$ cat src/rtl/bin2bcd_seq.sv
// rtl/bin2bcd_seq.sv - sequential binary-to-BCD converter (double dabble, one bit per clock)
//
// Purpose:
//   Converts an unsigned IN_W-bit binary value into DIGITS packed BCD digits
//   using shift-add-3, one input bit per clock, with a start/done handshake.
//   Results larger than 10^DIGITS-1 saturate to all 9s and raise ovf.
//
// Parameters:
//   IN_W    binary input width in bits (>=1)
//   DIGITS  number of BCD output digits (>=1)
//
// Ports:
//   clk    in   clock, rising edge
//   rst    in   asynchronous active-high reset
//   start  in   conversion request, sampled only while idle
//   bin    in   [IN_W-1:0] value captured on an accepted start
//   busy   out  conversion in progress
//   done   out  one-cycle pulse, bcd/ovf updated in the same cycle
//   bcd    out  [4*DIGITS-1:0] result, digit 0 (units) in [3:0]
//   ovf    out  last result exceeded 10^DIGITS-1
//
// Build option:
//   BIN2BCD_BLANK_EN  when defined, leading zero digits above digit 0 are
//                     output as 4'hF (blank code); saturated results are
//                     never blanked.

module bin2bcd_seq #(
  parameter int IN_W   = 6,
  parameter int DIGITS = 2
) (
  input  logic                  clk,
  input  logic                  rst,
  input  logic                  start,
  input  logic [IN_W-1:0]       bin,
  output logic                  busy,
  output logic                  done,
  output logic [4*DIGITS-1:0]   bcd,
  output logic                  ovf
);

  localparam int SW = 4 * DIGITS;
  localparam int CW = $clog2(IN_W + 1);
  localparam logic [SW-1:0] ALL9 = {DIGITS{4'h9}};

  typedef enum logic {IDLE = 1'b0, SHIFT = 1'b1} state_t;

  state_t          state_q;
  logic [IN_W-1:0] sh_q;
  logic [SW-1:0]   scr_q;
  logic [CW-1:0]   cnt_q;
  logic            sticky_q;
  logic            busy_q;
  logic            done_q;
  logic [SW-1:0]   bcd_q;
  logic            ovf_q;

  logic [SW-1:0]   adj;
  logic [SW-1:0]   scr_d;
  logic [IN_W-1:0] sh_d;
  logic            sticky_d;
  logic [SW-1:0]   fmt_d;

  // Add-3 correction: any digit >= 5 would become >= 10 after doubling.
  always_comb begin
    adj = scr_q;
    for (int i = 0; i < DIGITS; i++) begin
      if (scr_q[4*i +: 4] >= 4'd5) begin
        adj[4*i +: 4] = scr_q[4*i +: 4] + 4'd3;
      end
    end
  end

  // {scratch, shiftreg} shifted left by one; the MSB of the adjusted top digit
  // falls off the end, which happens exactly when the running value reaches
  // 10^DIGITS, so it is captured as a sticky overflow.
  assign scr_d    = {adj[SW-2:0], sh_q[IN_W-1]};
  assign sh_d     = sh_q << 1;
  assign sticky_d = sticky_q | adj[SW-1];

`ifdef BIN2BCD_BLANK_EN
  // Replace leading zero digits (never digit 0) with the blank code 4'hF.
  function automatic logic [SW-1:0] blank_lz(input logic [SW-1:0] v);
    logic [SW-1:0] r;
    logic          lead;
    r    = v;
    lead = 1'b1;
    for (int i = DIGITS - 1; i >= 1; i--) begin
      if (lead && (v[4*i +: 4] == 4'h0)) begin
        r[4*i +: 4] = 4'hF;
      end else begin
        lead = 1'b0;
      end
    end
    return r;
  endfunction

  assign fmt_d = blank_lz(scr_d);
`else
  assign fmt_d = scr_d;
`endif

  always_ff @(posedge clk or posedge rst) begin
    if (rst) begin
      state_q  <= IDLE;
      sh_q     <= '0;
      scr_q    <= '0;
      cnt_q    <= '0;
      sticky_q <= 1'b0;
      busy_q   <= 1'b0;
      done_q   <= 1'b0;
      bcd_q    <= '0;
      ovf_q    <= 1'b0;
    end else begin
      done_q <= 1'b0;
      case (state_q)
        IDLE: begin
          if (start) begin
            sh_q     <= bin;
            scr_q    <= '0;
            sticky_q <= 1'b0;
            cnt_q    <= CW'(IN_W);
            busy_q   <= 1'b1;
            state_q  <= SHIFT;
          end
        end
        SHIFT: begin
          sh_q     <= sh_d;
          scr_q    <= scr_d;
          sticky_q <= sticky_d;
          cnt_q    <= cnt_q - CW'(1);
          // Last bit: publish the result in the same edge as the shift.
          if (cnt_q == CW'(1)) begin
            state_q <= IDLE;
            busy_q  <= 1'b0;
            done_q  <= 1'b1;
            ovf_q   <= sticky_d;
            bcd_q   <= sticky_d ? ALL9 : fmt_d;
          end
        end
        default: state_q <= IDLE;
      endcase
    end
  end

  assign busy = busy_q;
  assign done = done_q;
  assign bcd  = bcd_q;
  assign ovf  = ovf_q;

endmodule

$ cat config.mk
export PLATFORM = sky130hd
export DESIGN_NAME = bin2bcd_seq
export DESIGN_NICKNAME = d
export VERILOG_FILES = /design/src/rtl/bin2bcd_seq.sv
export SDC_FILE = /design/constraint.sdc
export NUM_CORES = 1
export LEC_CHECK = 0
export CAP_MARGIN = 15
export CORE_UTILIZATION = 48
export CTS_CLUSTER_DIAMETER = 80
export CTS_CLUSTER_SIZE = 12
export DETAILED_ROUTE_END_ITERATION = 8
export PLACE_DENSITY_LB_ADDON = 0.2
export SLEW_MARGIN = 25
export SYNTH_ARGS = -nofsm -noshare
export SYNTH_HDL_FRONTEND = slang
export SYNTH_SLANG_ARGS = --single-unit
export TNS_END_PERCENT = 30
$ cat constraint.sdc
create_clock -name clk -period 1.4 [get_ports clk]
set_input_delay 0.28 -clock clk [delete_from_list [all_inputs] [get_ports clk]]
set_output_delay 0.28 -clock clk [all_outputs]
set_load 0.01 [all_outputs]
==> results.yml, run 1 <==
setup_path:
  r2r_slack_ns: -0.09
  slowest_stage: "dfrtp_2"
  cpPeakStageDelay_ns: 0.46
  worstPathCellList: "ha_4, nand2b_4, nor3b_4, a211oi_4, buf_2, a31oi_1"
  critPathRequiredTime_ns: 1.62
  critPathMaxFanout: 4
  timing.critical_path.to_type: "register"
  cp_data_arrival_time_ns: 1.71
  critPathLaunchType: "register"
  path_class: "reg2reg"
logic_synthesis:
  synth_top_area_share_pct: 51.3
  netlist_instances: 139
  ys_ff_latch: 30
  synthMuxAreaShare_pct: 5.47
  synthXorXnorAreaFrac_pct: 1.20
  yosys.area.top_type: "dfrtp_1"
  synth_compound_area_share_pct: 17.2
  postSynthAreaPerCell_um2: 10.5
  synth.area.top_cells: "dfrtp_1, mux2i_1, ha_1"
  synth_cell_types: 30
  synth_top_family_by_area: "compound AO/OA/AOI/OAI gates"
  synth-simple-area-share_pct: 13.3
  ys_seq_area_share_pct: 51.3
  synth_area_mm2: 0.00146
  synthAdderAreaFrac_pct: 5.13
  synth_nets: 154
  ys_warn_count: 0
global_routing:
  grtUsageMet2_pct: 38.3
  busiest_layer: "met2"
  gr-total-overflow: 0
  grt_pass1_wl_um: 5000
  grt_util_all_layers_pct: 20.7
  grt_pass1_vias: 1139
  grt_util_met1_pct: 21.7
  antenna_found_initial: 0
  grt_max_degree: 31
  use_met3_pct: 7.26
timing:
  drv_slew: 0
  worstMarginPinSlew_ns: 0.299
  setup_viol: 10
  final.min_clock_period_ns: 1.49
  finalWorstSetupSlack_ns: -0.0857
  hold_violations: 0
  finalCritPeriodShare_pct: 106
  rsz0062_at_grt: "true"
  clock_skew_ns: 0.0115
  timing.fmax_mhz: 673
  slew_headroom_pct: 79.8
cells_and_area:
  synthToLayoutAreaGrowth_pct: 35.0
  layout_commonest_cell: "dfrtp_1"
  final_cell_mix: "dfrtp_1, buf_4, nand2_1, dlygate4sd2_1, nor2_1"
  drive_gt1_share_pct: 27.1
  nNetsFinal: 195
  num_antenna_cells: 0
  fin_area_mm2: 0.00198
run:
  max_cap_viol_count: 0
cts:
  insertion_delay_ns: 0.34
  clkTransAtPathRegs_ns: 0.10
  cts_tree: "yes"
  cts_root_buf: "clkbuf_4"
  clock_sinks: 30
  cts_buffers: 5
  htreeDepth: 2
  cts.path.max_buffers: 2
routing:
  via_count: 1137
  drc_errors: 4
  postRouteAntennaNets: 0
  via_per_inst: 5.36
  wirelength_um: 2960
  drt_first_iter_violations: 16
  dr.pass1.iters: 6
  wl_per_cell_um: 14.0
die:
  start_util_pct: 51.7
  row_count: 19
  core-area_mm2: 0.00283
  io_pins: 20
  die_y_um: 57.2
  die_w_um: 57.2
  die_area_mm2: 0.00327
outcome:
  status: "finished, violations left"
  violations: "design-rule violations, negative setup slack"
worst_hold_path:
  hold_path.class: "in2async"
placement:
  numPortBuffers: 19
  place.gp.congestion: 0.739
  hpwl_um: 2090
  dp_slack_ns: -0.113
  dpl_cell_area_mm2: 0.00183
power:
  vdd_ir_drop_max_mv: 1.18
  power_density_mw_per_mm2: 2140
  cellLeakagePower_uw: 0.000900
## sequential cells by signal, summed over array words and instances (netlist names)
| register | cells |
|---|---|
| done | 1 |
| ovf | 1 |
| busy | 1 |
| state_q | 1 |
| sh_q | 6 |
| sticky_q | 1 |
| scr_q | 8 |
| cnt_q | 3 |
| bcd | 8 |
## worst paths after layout
path | start | to | depth (start not counted)
worst max-delay path | scr_q[4] | bcd[3] | 6
worst min-delay path | rst | scr_q[6] | 3
worst max register to register | scr_q[4] | bcd[3] | 6
worst min register to register | ovf | ovf | 2
max in group asynchronous | rst | scr_q[4] | 3
min in group clk | ovf | ovf | 2
## kinds of logic (layout without fill, tap and decap cells)
group / after synthesis / after routing
flops: 30 / 30
compound gates: 37 / 37
simple gates: 39 / 39
buf+inv: 17 / 59
fa+ha+maj: 6 / 6
mux: 8 / 8
xor+xnor: 2 / 2
## per-layer routing
metal,vias up,routed length (um)
met5,-,0
met4,0,44
met3,6,143
met2,23,1500
met1,546,1270
li1,562,-
## where the power goes
part	internal, uW	leakage [uW]	switching [uW]
clock network	243	0.0000353	303
logic	1140	0.000500	1080
registers	1200	0.000364	269
## final cells by class
class	instances	area, um^2
Clock buffer	7	55.1
Clock inverter	1	5.00
Fill cell	227	852
Inverter	10	42.5
Multi-Input combinational cell	92	716
Sequential cell	30	752
Tap cell	31	38.8
Timing Repair Buffer	41	368
## cells in the mapped netlist (all sizes together)
library cell and number:
a21o 4, o2bb2ai 1, a31oi 4, ha 6
nor3 3, mux2i 8, clkinv 2, inv 8
a211oi 1, o21ai 9, clkbuf 2, dfrtp 30
nand2b 2, nor2 10, buf 5, o31ai 1
o22ai 3, or2 1, a31o 4, nand2 13
and2 4, xnor2 2, nor3b 6, a21oi 10
## worst max-delay path, delay by kind of cell, from the launching register on
| kind | cells | cell delay, ns |
|---|---|---|
| simple gates | 2 | 0.29 |
| compound gates | 2 | 0.28 |
| flops | 1 | 0.46 |
| buf+inv | 1 | 0.19 |
| fa+ha+maj | 1 | 0.17 |
## through the flow
stage	TNS (ns)	hold WS (ns)	std cells	utilization, %	total power (uW)
floorplan	-0.146	0.371	139	-	2730
global placement	-0.283	0.461	201	64.7	3380
detailed placement	-0.872	0.477	201	64.7	3490
CTS	-0.594	0.270	210	67.0	4020
global route	-1.41	0.278	212	69.9	4570
finish	-0.612	0.268	212	69.9	4240
## repair_timing
action / CTS / global route
setup buffers: 1 / 1
gates cloned: 0 / 1
hold endpoints to repair: 0 / 0
pin swaps: 5 / 4
hold buffers: 0 / 0
setup endpoints to repair: 24 / 18
gates resized for setup: 15 / 13
Power figures use the tool's default switching activity.
==> inputs of run 2 (changes only) <==
--- a/config.mk
+++ b/config.mk
@@ -5,10 +5,10 @@
 export SDC_FILE = /design/constraint.sdc
 export NUM_CORES = 1
 export LEC_CHECK = 0
-export CAP_MARGIN = 15
+export CAP_MARGIN = 20
 export CORE_UTILIZATION = 48
 export CTS_CLUSTER_DIAMETER = 80
-export CTS_CLUSTER_SIZE = 12
+export CTS_CLUSTER_SIZE = 10
 export DETAILED_ROUTE_END_ITERATION = 8
 export PLACE_DENSITY_LB_ADDON = 0.2
 export SLEW_MARGIN = 25
==> results of run 2 <==
The final DEF is identical to that of run 1; final timing and power are the same.
==> inputs of run 3 (changes only) <==
--- a/config.mk
+++ b/config.mk
@@ -10,7 +10,9 @@
 export CTS_CLUSTER_DIAMETER = 80
 export CTS_CLUSTER_SIZE = 10
 export DETAILED_ROUTE_END_ITERATION = 8
+export GPL_TIMING_DRIVEN = 0
 export PLACE_DENSITY_LB_ADDON = 0.2
+export RECOVER_POWER = 25
 export SLEW_MARGIN = 25
 export SYNTH_ARGS = -nofsm -noshare
 export SYNTH_HDL_FRONTEND = slang
==> results.yml, run 3 (synthesis gave the netlist of run 1 again) <==
setup_path:
  critPathRequiredTime_ns: 1.63
  worstPathCellList: "inv_2, ha_4, nand2b_4, nor3b_4, a211oi_4, a31o_1"
  r2r_end: "bcd[2]"
  cp_data_arrival_time_ns: 1.82
  cpPeakStageDelay_ns: 0.41
  rr_startpoint: "scr_q[5]"
  path_class: "reg2reg"
  crit_buf_inv: 1
  slowest_stage: "dfrtp_1"
  timing.critical_path.to_type: "register"
  r2r_slack_ns: -0.20
  path_delay_family: "simple AND/OR/NAND/NOR gates"
  critPathLaunchType: "register"
  ff2ff_path_depth: 6
  critPathMaxFanout: 4
placement:
  numPortBuffers: 18
  place.gp.congestion: 0.726
  dpl.cell_count: 188
  hpwl_um: 1980
global_routing:
  gr-total-overflow: 0
  grt_util_all_layers_pct: 19.9
  antenna_found_initial: 0
  grt_max_degree: 31
  grt_pass1_vias: 1131
  grt_pass1_wl_um: 4820
power:
  vdd_ir_drop_max_mv: 1.11
  p_int_uw: 2520
  combPwrFrac_pct: 51.2
  switchingPower_uw: 1710
  switching_share_pct: 40.4
  power_density_mw_per_mm2: 2230
  seq_power_share_pct: 36.0
  p_clk_share_pct: 12.8
  cellLeakagePower_uw: 0.000838
routing:
  via_count: 1152
  wl_per_cell_um: 15.1
  drc_errors: 2
  postRouteAntennaNets: 0
  drt_first_iter_violations: 23
  wirelength_um: 3080
  dr.pass1.iters: 6
  via_per_inst: 5.65
die:
  io_pins: 20
  die_y_um: 57.2
  start_util_pct: 51.7
  die_w_um: 57.2
  die_area_mm2: 0.00327
  core-area_mm2: 0.00283
  row_count: 19
worst_hold_path:
  min_from: "start"
  hold_end: "sh_q[5]"
  whs_path_depth: 3
  hold_path.class: "in2reg"
timing:
  setup_viol: 12
  worstMarginPinSlew_ns: 0.619
  slew_headroom_pct: 58.7
  clock_skew_ns: 0.00659
  drv_slew: 0
  rsz0062_at_grt: "true"
  final.min_clock_period_ns: 1.60
  hold_ws_ns: 0.404
  timing.fmax_mhz: 627
  finalCritPeriodShare_pct: 114
  finalWorstSetupSlack_ns: -0.196
  hold_violations: 0
cells_and_area:
  fin_cells: 204
  drive_gt1_share_pct: 24.3
  num_antenna_cells: 0
  nNetsFinal: 187
  synthToLayoutAreaGrowth_pct: 29.6
  final_cell_mix: "dfrtp_1, nand2_1, dlygate4sd2_1, nor2_1"
  layout_commonest_cell: "dfrtp_1"
cts:
  clkTransAtPathRegs_ns: 0.10
  insertion_delay_ns: 0.33
  cts_tree: "yes"
  cts_buffers: 5
  htreeDepth: 2
  cts_root_buf: "clkbuf_4"
  clock_sinks: 30
  cts.path.max_buffers: 2
outcome:
  violations: "design-rule violations, negative setup slack"
  status: "finished, violations left"
run:
  max_cap_viol_count: 0
==> run 3: changes by cell type in the layout (fill, tap and decap cells not counted), moves of 2 or more <==
cell             before  now
buf_12                2    0
clkbuf_1              1    3
inv_2                 4    6
inv_1                 4    2
buf_4                18    7
clkdlybuf4s50_1       8    6
==> run 3: how the worst max path moves through the flow <==
| stage | startpoint | endpoint | slack (ns) | depth (start not counted) |
|---|---|---|---|---|
| 6_report | scr_q[5] | bcd[2] | -0.20 | 6 |
| 5_1_grt | scr_q[4] | sticky_q | -0.25 | 7 |
| 4_1_cts | scr_q[4] | bcd[5] | -0.13 | 7 |
| 3_5_place_dp | scr_q[5] | bcd[6] | -0.18 | 6 |
| 3_3_place_gp | rst | scr_q[4] | -0.31 | 2 |
| 2_1_floorplan | scr_q[5] | bcd[4] | -0.02 | 6 |
==> run 3: layout make-up <==
cell class / count / area, um^2
fill: 224 / 932
sequential: 30 / 752
tap: 31 / 38.8
clock buffer: 7 / 55.1
multi-input combinational: 93 / 727
inverter: 10 / 45.0
timing repair buffer: 25 / 223
buffer: 7 / 51.3
clock inverter: 1 / 5.00
==> run 3: what timing repair did <==
item,CTS,global route
pin swaps,5,5
gates resized for setup,22,9
gates cloned,0,1
hold buffers,0,0
buffers inserted,7,2
setup endpoints to repair,24,15
==> run 3: layer usage <==
metal	routed length (um)	share of wire [%]	vias to the layer above	track usage [%]
li1	-	-	553	-
met1	1310	42	557	22.5
met2	1540	50	30	35.5
met3	120	3.9	12	4.76
met4	113	3.7	0	9.41
met5	0	0	-	0
==> run 3: worst reg2reg max path: stages (launching register included) <==
cell and delay, ns:
dfrtp_1 0.41, inv_2 0.12, ha_4 0.14, nand2b_4 0.14
nor3b_4 0.35, a211oi_4 0.09, a31o_1 0.25
==> run 3: metrics by stage <==
stage / area (um^2) / power, uW / util, % / setup slack [ns] / setup TNS, ns
6_report: 1900 / 4230 / 67.1 / -0.196 / -1.82
5_1_grt: 1900 / 4530 / 67.1 / -0.250 / -2.41
2_1_floorplan: 1480 / 2730 / - / -0.0230 / -0.146
3_5_place_dp: 1700 / 3260 / 60.2 / -0.178 / -1.88
3_3_place_gp: 1700 / 3180 / 60.2 / -0.306 / -8.00
4_1_cts: 1840 / 4000 / 65.0 / -0.127 / -1.14
==> run 3: power groups by stage <==
stage	combinational, uW	clock [uW]	sequential (uW)
after floorplan	1240	0	1490
after global placement	1710	0	1470
after detailed placement	1770	0	1490
after CTS	1970	550	1480
after global routing	2370	587	1570
final	2170	541	1520
==> RTL edit 1: new RTL, flow settings as in run 2 <==
Add an input register stage for `start` and `bin`, without a reset; this delays them by one clock.
--- a/src/rtl/bin2bcd_seq.sv
+++ b/src/rtl/bin2bcd_seq.sv
@@ -43,6 +43,14 @@
   localparam logic [SW-1:0] ALL9 = {DIGITS{4'h9}};
 
   typedef enum logic {IDLE = 1'b0, SHIFT = 1'b1} state_t;
+
+  logic start_q;
+  logic [IN_W-1:0] bin_q;
+
+  always_ff @(posedge clk) begin
+    start_q <= start;
+    bin_q   <= bin;
+  end
 
   state_t          state_q;
   logic [IN_W-1:0] sh_q;
@@ -114,8 +122,8 @@
       done_q <= 1'b0;
       case (state_q)
         IDLE: begin
-          if (start) begin
-            sh_q     <= bin;
+          if (start_q) begin
+            sh_q     <= bin_q;
             scr_q    <= '0;
             sticky_q <= 1'b0;
             cnt_q    <= CW'(IN_W);
Behaviour: not the same (Yosys sat finds a counterexample within 4 cycles, from zero or initial values and one cycle with rst high).
==> RTL edit 1 against run 2 <==
Sequential cell count is 7 higher; the run ends with setup timing left; clock skew is 0.00071 ns lower; area after synthesis is 5.6% higher; setup slack worse by 0.064 ns; first-iteration DRC count is 110% higher; routed wire length is 8.7% higher; cell area is 7.3% higher; sequential share of layout area is 3.9 points higher; total power is 15% higher; via count is 4.0% higher; largest cell class unchanged.
==> RTL edit 1: results (changes against run 2) <==
metric,value,unit,change
global-route wire length before repair,5060,um,+1.4%
metal3 WL,128,um,-10%
leakage,0.941,nW,+4.5%
number of fillers in the final layout,249,,+9.7%
DP Worst Slack,-0.0839,ns,+0.0290 ns
Post-synth top cells,"dfrtp_1, nand2_1, nor2_1",,
CP top delay family,flip-flops,,
M1 wire length,1350,um,+5.6%
clock skew,0.0108,ns,-0.000708 ns
diode count,0,,unchanged
proportion of layout cells with a drive suffix above 1,0.266,,-0.00476
nets,202,,+3.6%
Yosys top cell by area,dfrtp_1,,
drt first pass iters,4,,-2
clock insertion delay at the later pin of the skew report,0.34,ns,about the same
r2r worst-path depth,6,,unchanged
Setup WS post-layout,-0.149,ns,-0.0638 ns
post-synth cell types,28,,-6.7%
"Async S/R FF share, synth",0.811,,-0.189
clk root buf,clkbuf_4,,
post-DP HPWL,2070,um,-0.86%
Max VDD drop,0.860,mV,-27%
Iter 0 DRT Violations,33,,+17
via count of the first global-routing pass,1136,,-0.26%
CP startpoint,scr_q[4],,
Ys Warns,0,,unchanged
Post-Route WL,3220,um,+8.7%
IO Port Bufs,19,,unchanged
overall routing resource usage,0.205,,-0.00201
met2 WL,1690,um,+13%
via density per instance,5.10,,-4.9%
setup tns final,-0.729,ns,-0.117 ns
status,"complete, but fails checks",,
Syn Nets,162,,+5.2%
CP max stage cell,dfrtp_1,,
post-synthesis sequential area ratio,0.576,,+0.0632
setup violators final,12,,+2
critical path arrival,1.81,ns,+0.10 ns
initial antenna violation count,0,,unchanged
top post-synthesis cells by area,"dfrtp_1, dfxtp_1, ha_1",,
Worst-Margin Slew,0.297,ns,-0.00189 ns
min-delay worst type,primary input to async pin,,
RD Place Congestion,0.778,,+5.3%
critical path peak fanout,3,,-1
failing checks,setup timing,,
reg2reg end,scr_q[6],,
## RTL edit 1: changes by cell type after synthesis, sizes merged, moves of 2 or more
cell,before,now
dfxtp,0,7
nor3b,6,3
a21o,4,0
mux2,0,2
and2,4,0
o31ai,1,6
nor3,3,1
inv,8,10
a31o,4,0
mux2i,8,6
o22ai,3,7
nand2,13,19
## RTL edit 1: metrics by stage
stage	std cells	instance area [um^2]	hold WS (ns)	total power, W	util
finish	232	2120	0.270	0.00486	0.695
CTS	226	2010	0.258	0.00450	0.658
detailed placement	218	1950	0.467	0.00395	0.637
global placement	218	1950	0.461	0.00382	0.637
global route	232	2120	0.275	0.00519	0.695
floorplan	147	1610	0.308	0.00311	-
## RTL edit 1: report_power, final
group	switching (W)	internal [W]	total, W
Clock	0.000332	0.000248	0.000580
Sequential	0.000327	0.00144	0.00177
Combinational	0.00122	0.00130	0.00251
Total	0.00187	0.00299	0.00486
## RTL edit 1: worst reg2reg max path, cell delays in order (launching register included)
cell and delay (ns):
dfrtp_1 0.45, inv_2 0.12, ha_4 0.17, nand2b_4 0.06, a21oi_4 0.16, mux2_4 0.34
o22ai_1 0.18
## RTL edit 1: worst max path at each step
stage                     slack, ns        to
after CTS                     -0.11    bcd[2]
final                         -0.15  scr_q[6]
after floorplan               -0.05    bcd[2]
after global routing          -0.21    bcd[5]
after detailed placement      -0.08    bcd[2]
after global placement        -0.04    bcd[2]
## RTL edit 1: timing repair
| action | in CTS | in global routing |
|---|---|---|
| setup endpoints to repair | 25 | 19 |
| pin swaps | 0 | 8 |
| gates resized for setup | 14 | 11 |
| setup buffers | 0 | 6 |
| endpoints found under the hold margin | 0 | 0 |
## RTL edit 1: routing by layer
| layer | GRT usage | vias up |
|---|---|---|
| li1 | - | 579 |
| met1 | 0.246 | 570 |
| met2 | 0.338 | 27 |
| met3 | 0.0659 | 7 |
| met4 | 0.0918 | 0 |
| met5 | 0 | - |
## RTL edit 1: cells by family after synthesis
| family | synth area share |
|---|---|
| compound gates | 0.155 |
| xor+xnor | 0.0113 |
| fa+ha+maj | 0.0485 |
| buf+inv | 0.0453 |
| flops | 0.576 |
| mux | 0.0534 |
| simple gates | 0.110 |
## RTL edit 1: layout make-up
cell class / count / area [um^2] / share of cell area
timing repair buffer: 39 / 347 / 0.163
inverter: 11 / 45.0 / 0.0212
sequential: 37 / 891 / 0.420
clock buffer: 8 / 58.8 / 0.0277
tap: 44 / 55.1 / 0.0259
multi-input combinational: 93 / 726 / 0.342
==> RTL edit 2: new RTL, config.mk and constraints of run 2 <==
Without the edit above. Add a define of `BIN2BCD_BLANK_EN`.
--- a/src/rtl/bin2bcd_seq.sv
+++ b/src/rtl/bin2bcd_seq.sv
@@ -23,6 +23,8 @@
 //   BIN2BCD_BLANK_EN  when defined, leading zero digits above digit 0 are
 //                     output as 4'hF (blank code); saturated results are
 //                     never blanked.
+
+`define BIN2BCD_BLANK_EN
 
 module bin2bcd_seq #(
   parameter int IN_W   = 6,
Check against the original RTL: not equivalent (Yosys sat finds a counterexample within 10 cycles, from zero or initial values and one cycle with rst high).
==> RTL edit 2 against run 2 <==
The run ends with setup timing left; sequential power is 7% higher; area after synthesis decreased by 2.1%; setup slack got worse by 0.22 ns; cell area grew 8.5%; total power increased by 25%; critical endpoint is now bcd[4]; sequential cell count unchanged; routed wire length grew 20%; sequential share of layout area shrank 3.0 points; clock skew is 0.0044 ns lower; die area shrank 2.0%; largest power group unchanged; critical path type unchanged; critical path depth is 1 higher.
==> RTL edit 2: results (changes against run 2) <==
metric,value,unit,change
setup violators final,13,,+3
Ys Warns,0,,unchanged
most common flop cell mapped by yosys,dfrtp_1,,
Max VDD drop,2.13,mV,+80%
setup tns final,-2.45,ns,-1.84 ns
clock insertion delay at the later pin of the skew report,0.34,ns,about the same
number of fillers in the final layout,193,,-15%
r2r worst-path depth,7,,+1
Syn Nets,158,,+2.6%
clk buf depth,2,,unchanged
CP Class,flip-flop to flip-flop,,
drt first pass iters,4,,-2
clk root buf,clkbuf_4,,
WHS,0.265,ns,-0.00312 ns
worst relative slew slack,0.740,,-0.0581
max-slew violation total from the final report,0,,unchanged
proportion of layout cells with a drive suffix above 1,0.358,,+0.0868
total number of vias,1235,,+8.6%
nets,207,,+6.2%
post-DP HPWL,2210,um,+5.9%
critical path arrival,1.97,ns,+0.26 ns
Max H-tree Level,2,,unchanged
failing checks,setup timing,,
FF-to-FF Start,scr_q[4],,
CTS buffer count,5,,unchanged
clock skew,0.00710,ns,-0.00438 ns
Iter 0 DRT Violations,64,,+48
RD Place Congestion,0.810,,+9.5%
Setup WS post-layout,-0.306,ns,-0.221 ns
status,"complete, but fails checks",,
reg2reg end,bcd[4],,
post-synthesis sequential area ratio,0.524,,+0.0107
min-delay worst type,primary input to async pin,,
post-synth cell types,26,,-13%
global-route wire length before repair,5660,um,+13%
"Reg clk slew, reported paths",0.10,ns,about the same
Routed WL per cell,15.9,um,+14%
top post-synthesis cells by area,"dfrtp_1, mux2i_1, ha_1",,
overall routing resource usage,0.239,,+0.0312
largest net degree at the start of global routing,31,,unchanged
internal power,0.00317,W,+22%
Post-synth top cells,"dfrtp_1, nand2_1, o21ai_0",,
critical path peak fanout,4,,unchanged
leakage,0.956,nW,+6.2%
IO Port Bufs,19,,unchanged
RTL edit 2: cell types whose count changed in the layout (fill, tap and decap cells not counted), moves of 4 or more:
cell     change
a21o_1       -4
a31o_1       -4
and2_0       -4
buf_4        +5
buf_6        +4
nand2_1      +7
RTL edit 2: worst max-delay path, stage by stage, from the launching register on:
cell and delay (ns):
dfrtp_2 0.46, inv_2 0.10, ha_4 0.16, nand2b_4 0.07, a21oi_4 0.15, mux2i_1 0.32, nand3_2 0.18, a31oi_1 0.20
RTL edit 2: worst max-delay path by stage:
stage / endpoint / cells past startpoint
6_report: bcd[4] / 7
5_1_grt: bcd[7] / 7
2_1_floorplan: bcd[5] / 8
3_3_place_gp: bcd[5] / 8
4_1_cts: bcd[6] / 8
3_5_place_dp: bcd[6] / 8
RTL edit 2: cells by family after synthesis:
group,share of synthesized area
AND/OR/NAND/NOR,0.123
AO/OA/AOI/OAI,0.172
flip-flops,0.524
buffers and inverters,0.0480
multiplexers,0.0628
adder cells (fa/ha/maj),0.0524
XOR/XNOR,0.0183
RTL edit 2: timing repair:
item,CTS,global route
pin swaps,8,6
endpoints found under the setup margin,30,18
resized for setup,39,19
gates cloned,0,0
setup buffers,4,4
RTL edit 2: area by class of cell:
type,instances,area (um^2),area share
clock inverters,3,40.0,0.0187
flip-flops and latches,30,752,0.351
multi-input cells,96,786,0.366
inverters,10,45.0,0.0210
well taps,31,38.8,0.0181
clock buffers,5,37.5,0.0175
repair buffers,49,445,0.208
RTL edit 2: layer usage:
metal | track usage | share of wire | vias up
li1 | - | - | 591
met1 | 0.283 | 0.40 | 602
met2 | 0.415 | 0.53 | 32
met3 | 0.0484 | 0.040 | 10
met4 | 0.105 | 0.026 | 0
met5 | 0 | 0 | -
RTL edit 2: per-stage QoR:
| stage | cell area [um^2] | worst slack, ns | power (W) | std cells |
|---|---|---|---|---|
| finish | 2140 | -0.306 | 0.00528 | 224 |
| global route | 2140 | -0.353 | 0.00563 | 224 |
| CTS | 2060 | -0.223 | 0.00497 | 222 |
| detailed placement | 1850 | -0.302 | 0.00387 | 211 |
| global placement | 1850 | -0.175 | 0.00374 | 211 |
| floorplan | 1440 | -0.206 | 0.00280 | 143 |
RTL edit 2: power by group through the flow:
stage	Combinational (W)	Sequential, W	Clock, W
2_1_floorplan	0.00125	0.00156	0
3_3_place_gp	0.00224	0.00150	0
3_5_place_dp	0.00235	0.00152	0
4_1_cts	0.00272	0.00155	0.000692
5_1_grt	0.00328	0.00162	0.000734
6_report	0.00302	0.00157	0.000683
